==> src/rtl/io_port_pkg.sv <==
`default_nettype none
// ============================================================================
// io_port_pkg : shared defaults and write-source encodings for io_port_bank
// Rev 1.0
// ============================================================================
package io_port_pkg;

  localparam int DEFAULT_WIDTH  = 8;
  localparam int DEFAULT_NPORTS = 4;

  typedef enum logic {
    SEL_WD0 = 1'b0,
    SEL_WD1 = 1'b1
  } wr_sel_e;

endpackage : io_port_pkg
`default_nettype wire

==> src/rtl/io_in_chan.sv <==
`default_nettype none
// ============================================================================
// io_in_chan : one input channel (optional sync + edge detect, capture
//              register, full and sticky overrun flags). Macro: IO_PORT_SYNC_EN
// Rev 1.0
// ============================================================================
module io_in_chan
  import io_port_pkg::*;
#(
  parameter int WIDTH = DEFAULT_WIDTH
) (
  input  logic             clk,
  input  logic             reset,
  input  logic             strobe_i,
  input  logic [WIDTH-1:0] data_i,
  input  logic             rd_i,
  output logic [WIDTH-1:0] data_o,
  output logic             full_o,
  output logic             overrun_o
);

  logic             cap;
  logic [WIDTH-1:0] din;

`ifdef IO_PORT_SYNC_EN
  logic [1:0]       strb_sync_q;
  logic             strb_prev_q;
  logic [WIDTH-1:0] data_s1_q;
  logic [WIDTH-1:0] data_s2_q;

  // Data rides alongside the strobe so it is aligned when the edge is seen.
  always_ff @(posedge clk) begin
    if (reset) begin
      strb_sync_q <= '0;
      strb_prev_q <= 1'b0;
      data_s1_q   <= '0;
      data_s2_q   <= '0;
    end else begin
      strb_sync_q <= {strb_sync_q[0], strobe_i};
      strb_prev_q <= strb_sync_q[1];
      data_s1_q   <= data_i;
      data_s2_q   <= data_s1_q;
    end
  end

  assign cap = strb_sync_q[1] & ~strb_prev_q;
  assign din = data_s2_q;
`else
  assign cap = strobe_i;
  assign din = data_i;
`endif

  logic [WIDTH-1:0] data_q, data_d;
  logic             full_q, full_d;
  logic             ovr_q,  ovr_d;

  always_comb begin
    data_d = data_q;
    full_d = full_q;
    ovr_d  = ovr_q;
    if (cap) begin
      data_d = din;
      full_d = 1'b1;
      if (full_q && !rd_i) begin
        ovr_d = 1'b1;
      end
    end else if (rd_i) begin
      full_d = 1'b0;
    end
  end

  always_ff @(posedge clk) begin
    if (reset) begin
      data_q <= '0;
      full_q <= 1'b0;
      ovr_q  <= 1'b0;
    end else begin
      data_q <= data_d;
      full_q <= full_d;
      ovr_q  <= ovr_d;
    end
  end

  assign data_o    = data_q;
  assign full_o    = full_q;
  assign overrun_o = ovr_q;

endmodule : io_in_chan
`default_nettype wire

==> src/rtl/io_port_bank.sv <==
`default_nettype none
// ============================================================================
// io_port_bank : NPORTS registered output ports plus NPORTS captured input
//                channels sharing one address. Macro: IO_PORT_SYNC_EN
// Rev 1.0
// ============================================================================
module io_port_bank
  import io_port_pkg::*;
#(
  parameter int WIDTH  = DEFAULT_WIDTH,
  parameter int NPORTS = DEFAULT_NPORTS,
  parameter int AW     = $clog2(NPORTS)
) (
  input  logic                    clk,
  input  logic                    reset,
  input  logic [AW-1:0]           addr,
  input  logic                    wr_en,
  input  logic                    wr_sel,
  input  logic [WIDTH-1:0]        wd0,
  input  logic [WIDTH-1:0]        wd1,
  input  logic                    rd_en,
  output logic [WIDTH-1:0]        rd_data,
  output logic                    rd_valid,
  input  logic [NPORTS*WIDTH-1:0] in_ports,
  input  logic [NPORTS-1:0]       in_strobe,
  output logic [NPORTS*WIDTH-1:0] out_ports,
  output logic [NPORTS-1:0]       out_strobe,
  output logic [NPORTS-1:0]       overrun
);

  // ---------------------------------------------------------------- write path
  logic [WIDTH-1:0]  out_q [NPORTS];
  logic [WIDTH-1:0]  out_d [NPORTS];
  logic [NPORTS-1:0] ostb_q, ostb_d;
  logic [WIDTH-1:0]  wdata;

  assign wdata = (wr_sel_e'(wr_sel) == SEL_WD1) ? wd1 : wd0;

  always_comb begin
    ostb_d = '0;
    for (int i = 0; i < NPORTS; i++) begin
      out_d[i] = out_q[i];
    end
    if (wr_en) begin
      out_d[addr]  = wdata;
      ostb_d[addr] = 1'b1;
    end
  end

  always_ff @(posedge clk) begin
    if (reset) begin
      ostb_q <= '0;
      for (int i = 0; i < NPORTS; i++) begin
        out_q[i] <= '0;
      end
    end else begin
      ostb_q <= ostb_d;
      for (int i = 0; i < NPORTS; i++) begin
        out_q[i] <= out_d[i];
      end
    end
  end

  assign out_strobe = ostb_q;

  // ----------------------------------------------------------------- read path
  logic [WIDTH-1:0]  chan_data [NPORTS];
  logic [NPORTS-1:0] chan_full;

  generate
    for (genvar g = 0; g < NPORTS; g++) begin : g_port
      logic rd_hit;
      assign rd_hit = rd_en && (addr == AW'(g));
      assign out_ports[g*WIDTH +: WIDTH] = out_q[g];

      io_in_chan #(
        .WIDTH (WIDTH)
      ) u_chan (
        .clk       (clk),
        .reset     (reset),
        .strobe_i  (in_strobe[g]),
        .data_i    (in_ports[g*WIDTH +: WIDTH]),
        .rd_i      (rd_hit),
        .data_o    (chan_data[g]),
        .full_o    (chan_full[g]),
        .overrun_o (overrun[g])
      );
    end
  endgenerate

  assign rd_data  = chan_data[addr];
  assign rd_valid = chan_full[addr];

endmodule : io_port_bank
`default_nettype wire

==> config.mk <==
export PLATFORM = sky130hd
export DESIGN_NAME = io_port_bank
export DESIGN_NICKNAME = d
export VERILOG_FILES = /design/src/rtl/io_port_pkg.sv /design/src/rtl/io_in_chan.sv /design/src/rtl/io_port_bank.sv
export SDC_FILE = /design/constraint.sdc
export NUM_CORES = 1
export LEC_CHECK = 0
export CORE_UTILIZATION = 41
export CTS_CLUSTER_DIAMETER = 80
export CTS_CLUSTER_SIZE = 25
export DETAILED_ROUTE_END_ITERATION = 12
export DONT_BUFFER_PORTS = 1
export MAX_ROUTING_LAYER = met4
export PLACE_DENSITY = 0.56
export RECOVER_POWER = 100
export SYNTH_ARGS = -nofsm -noshare
export SYNTH_HDL_FRONTEND = slang
export SYNTH_SLANG_ARGS = --single-unit
export TNS_END_PERCENT = 10
==> constraint.sdc <==
create_clock -name clk -period 2.06 [get_ports clk]
set_input_delay 0.103 -clock clk [delete_from_list [all_inputs] [get_ports clk]]
set_output_delay 0.103 -clock clk [all_outputs]
set_load 0.05 [all_outputs]
After elaboration in Yosys (flattened, before gate mapping). Memories as Yosys holds them, arrays and structs flattened. Index checks and enable logic that the tools add are counted.

Bits in latches: 0. Word-level logic and storage cells: 78. Flip-flop bits (word level): 44. Memory bits (writable): 32. Memories: 1. ROM bits: 0.

Memory list: out_q (words 4, bits a word 8, read ports 4, clocked after Yosys merged registers in 0, write ports 4, RTL line io_port_bank.sv:32) `logic [WIDTH-1:0] out_q [NPORTS];`.

Reductions and logical operators: 24. Div/mod/pow operators: 0. Magnitude comparators: 4. Bitwise gates (word level): 6. Multiply operators: 0. Muxes and demuxes: 27. $add $sub $neg: 0. Equal/unequal tests: 3. Shift-type cells: 0.

Operator list (count): two-way mux 8 bit (8); bitwise mux 32 bit (1); two-way mux 32 bit (1); binary-select mux 8 bit (select 2 bit) (1); demux 8 bit (select 2 bit) (1); two-way mux 1 bit (13); logical AND 1 bit (10); AND reduction 2 bit (4); nonzero test 2 bit (4); == test 2 bit, second input constant (2); logical NOT 1 bit (4); bitwise OR 1 bit (4); >= comparator 3 bit, second input constant (1); < comparator 2 x 3 -> 1 bit, second input constant (1); < comparator 3 x 1 -> 1 bit, second input constant (1); inverter 2 -> 3 bit (1); binary-select mux 1 bit (select 2 bit) (1); demux 1 bit (select 2 bit) (1); == test 2 x 1 -> 1 bit, second input constant (1); >= comparator 2 x 1 -> 1 bit, second input constant (1); logical NOT 2 bit (1); OR reduction 2 bit (1); inverter 1 bit (1).

Longest topological paths before layout.
Depth after elaboration: 8. Mapped depth: 6. Depth with buffers taken out: 3.

Hierarchy. A second synthesis with hierarchy kept.

Cell total of the unflattened synthesis: 279. Area, all modules: 3059.2 um2.

By module, submodules not included: io_port_bank (cells each 147, area an instance 1617.8 um2, instances 1, seq. area each 720.7 um2); io_in_chan (cells each 33, area an instance 360.3 um2, instances 4, seq. area each 200.2 um2).

Worst setup path before layout. OpenSTA, ideal clock, no wires.

Path type: input to output. Start point: input addr[1]. End point: output rd_data[2]. Arrival: 1.063 ns. Slack: 0.894 ns. Stages on the path: 3. Cells stage by stage: buf_6 -> buf_4 -> mux4_2.

Cells in the longest elaborated chain, start to end: 4.

Ends and longest elaborated chain: start: declaration (RTL line io_port_bank.sv:16) `input logic [AW-1:0] addr,`; inverter 2 -> 3 bit (implied by the code) (RTL line io_port_bank.sv:91) `assign rd_data = chan_data[addr];`; binary-select mux 8 bit (select 2 bit) (RTL line io_port_bank.sv:91); two-way mux 8 bit (implied by the code) (2 in series) (RTL line io_port_bank.sv:91); end: declaration (RTL line io_port_bank.sv:22) `output logic [WIDTH-1:0] rd_data,`.

No other way between the ends. The select of a mux whose other input is x is not followed.

Worst setup path in the final report.
Start point: input in_strobe[1]. End point: register g_port[1].u_chan.full_q.

Cells in the longest elaborated chain, start to end: 1. Elaborated cells on any way between the ends: 2.

Ends and longest elaborated chain: start: declaration (RTL line io_port_bank.sv:25) `input logic [NPORTS-1:0] in_strobe,`; two-way mux 1 bit or nonzero test 2 bit (tied branches); end signal: assignment (RTL line io_in_chan.sv:79) `full_q <= full_d;`; end: declaration (RTL line io_in_chan.sv:54) `logic full_q, full_d;`.

Parallel ways exist; a longest one is shown, timed or not. A chain may end at the register's enable or synchronous reset.

==> flow_summary_export.csv <==
group,metric,value,unit
grt,busiest_layer,"met2",
sta,finalMaxSlewViolations,0,
layout,most-common-layout-cells,"dfxtp_1, nor2_1, dlygate4sd3_1",
drt,viasPerCell,5.02,
place,place.port_buffers,0,
pwr,peakVddDrop,0.400,mV
grt,gr-usage-met2,29.6,%
pwr,p_int,2.34,mW
sta,hold_ws,0.0215,ns
clock_tree,clkTransAtPathRegs,0.09,ns
drt,dr.pass1.iters,4,
grt,grtUsageTotal,19.6,%
clock_tree,clockBufferDepth,2,
sta,fin_setup_tns,0,ns
grt,grt_pass1_vias,2046,
grt,grt_pass1_wl,11000,microns
floorplan,row_count,31,
floorplan,io-pin-count,108,
sta,hold_viol_final,0,
floorplan,initial_utilization,42.3,%
clock_tree,cts_made_buffers,9,
place,dp_cells,356,
synth,seq_area_frac_synth,49.9,%
worst_setup_path,endpoint_kind,"flip-flop",
worst_setup_path,start_kind,"input pin",
synth,syn_area,0.00305,sq mm
sta,final-setup-viol-count,0,
worst_setup_path,crit_path_max_fanout,10,
clock_tree,h-tree-depth,3,
synth,synth.top_cell.area_share,49.9,%
hold_path,hold_class,"in2reg",
drt,dr.first_iter.drc_count,85,
worst_setup_path,cp.arrival,1.84,ns
synth,synth_cells,280,
flow_run,drv_cap,0,
synth,yosys_warnings,0,
grt,antenna_found_initial,0,
clock_tree,post_cts_buffers,0,
worst_setup_path,worst_ep_required_time,2.35,ns
sta,period_share,75.3,%
sta,max_slew_margin,53.3,%
pwr,seq_power_share,52.4,%
layout,fin_util,52.2,%
layout,area_growth,23.6,%
synth,yosysTopAreaCell,"dfxtp_1",
grt,grt_max_degree,76,
clock_tree,root_buffer,"clkbuf_8",
pwr,pwr-share-comb,12.9,%
drt,drc,0,
grt,overflow,0,
floorplan,core_area,0.00721,sq mm
pwr,p_sw,0.933,mW
drt,wirelength,7310,microns
sta,fin_ws,0.510,ns
layout,antennaDiodeCount,0,
clock_tree,cts_tree,"built",
drt,wl_per_cell,17.0,microns
layout,final_common_cell,"dfxtp_1",
layout,nets,385,
synth,synth_cell_type_count,24,
sta,fin_crit,1.55,ns
sta,worstMarginPinSlew,0.699,ns
sta,max_freq,645,MHz
floorplan,fp.dieArea,0.00779,sq mm
drt,vias,2159,
pwr,leakagePower,1.47,nW
synth,syn-num-nets,339,
drt,antenna_left,0,
floorplan,chipHeight,88.2,microns
layout,drive_above_1_share,7.85,%
place,dp_slack,0.891,ns
pwr,p_clk_share,34.7,%
floorplan,die_w,88.2,microns
grt,use_met1,25.6,%
place,dp_hpwl,4240,microns
clock_tree,insertion_delay,0.34,ns
layout,layoutNonFillerInstCount,430,
place,gp_congestion,0.671,
clock_tree,cts_sinks,76,
grt,use_met3,5.88,%
outcome,status,"completed",
sta,rsz0062_at_grt,"false",
synth,ys_ff_latch,76,
synth,synth_area_leaders,"dfxtp_1, mux2i_1, nor2_1",
synth,avgSynthCellArea,10.9,sq um
worst_setup_path,crit_type,"in2reg",
pwr,power.density,870,mW/mm^2
pwr,power_switching_share,28.5,%
sta,skew,0.0138,ns
critical path: stages:
cell	delay, ns
dlygate4sd3_1	0.97
a21oi_1	0.09
dlygate4sd3_1	0.60
nor2_1	0.08
layer usage:
layer / up-vias / part of all wire [%]
met5: - / 0
met4: 0 / 0.42
met3: 2 / 4.9
met2: 52 / 48
met1: 1028 / 46
li1: 1077 / -
state kept, by name, summed over array words and instances (netlist names):
| name | count |
|---|---|
| g_port.u_chan.data_o | 32 |
| out_q | 32 |
| g_port.u_chan.full_o | 4 |
| g_port.u_chan.overrun_o | 4 |
| out_strobe | 4 |
repair_timing:
| action | CTS | global route |
|---|---|---|
| hold buffers | 58 | 0 |
| endpoints found under the hold margin | 76 | 0 |
| resized for setup | 0 | 0 |
| setup endpoints to repair | 0 | 0 |
power by group through the flow:
stage               clock [mW]  combinational [mW]  sequential, mW
floorplan                    0               0.323            1.74
global placement             0               0.284            1.75
detailed placement           0               0.288            1.75
CTS                       1.18               0.430            1.72
global route              1.24               0.458            1.73
finish                    1.14               0.423            1.72
synth_stat cells (all sizes together):
cell type  instances
a211oi            32
a21oi              4
a31oi              4
and3               1
and3b              2
buf               26
clkbuf             2
dfxtp             76
mux2i             40
mux4               9
nand2              1
nand2b             2
nand3              1
nand3b             2
nor2              74
nor3               2
nor3b              1
or3b               1
kinds of logic after synthesis:
| group | share of synthesized area [%] |
|---|---|
| AOI/OAI and AO/OA | 10.8 |
| DFF | 49.9 |
| and+or+nand+nor | 12.3 |
| buffers and inverters | 6.57 |
| muxes | 20.4 |
cell type report:
| class | instances | area, sq um |
|---|---|---|
| clock buffer | 11 | 141 |
| timing repair buffer | 63 | 617 |
| tap | 99 | 124 |
| fill | 706 | 3450 |
| sequential | 76 | 1520 |
| clock inverter | 5 | 61.3 |
| multi-input combinational | 176 | 1300 |
per-stage QoR:
stage	power (mW)	cell area, sq um
after floorplan	2.06	3050
after global placement	2.03	3010
after detailed placement	2.04	3010
after CTS	3.32	3810
after global routing	3.42	3770
final	3.28	3770
worst paths after layout:
path / startpoint / to / cells after the start / slack, ns
hold / removal: addr[1] / out_q[0][6]$_SDFFE_PP0P_ / 3 / 0.02
setup / recovery: in_strobe[1] / g_port[1].u_chan.full_o$_SDFFE_PP0P_ / 4 / 0.51
setup reg to reg: g_port[3].u_chan.data_o[0]$_SDFFE_PP0P_ / g_port[3].u_chan.data_o[0]$_SDFFE_PP0P_ / 3 / 0.85
hold reg to reg: g_port[1].u_chan.data_o[3]$_SDFFE_PP0P_ / g_port[1].u_chan.data_o[3]$_SDFFE_PP0P_ / 2 / 0.50
(Power assumes the default switching activity.)
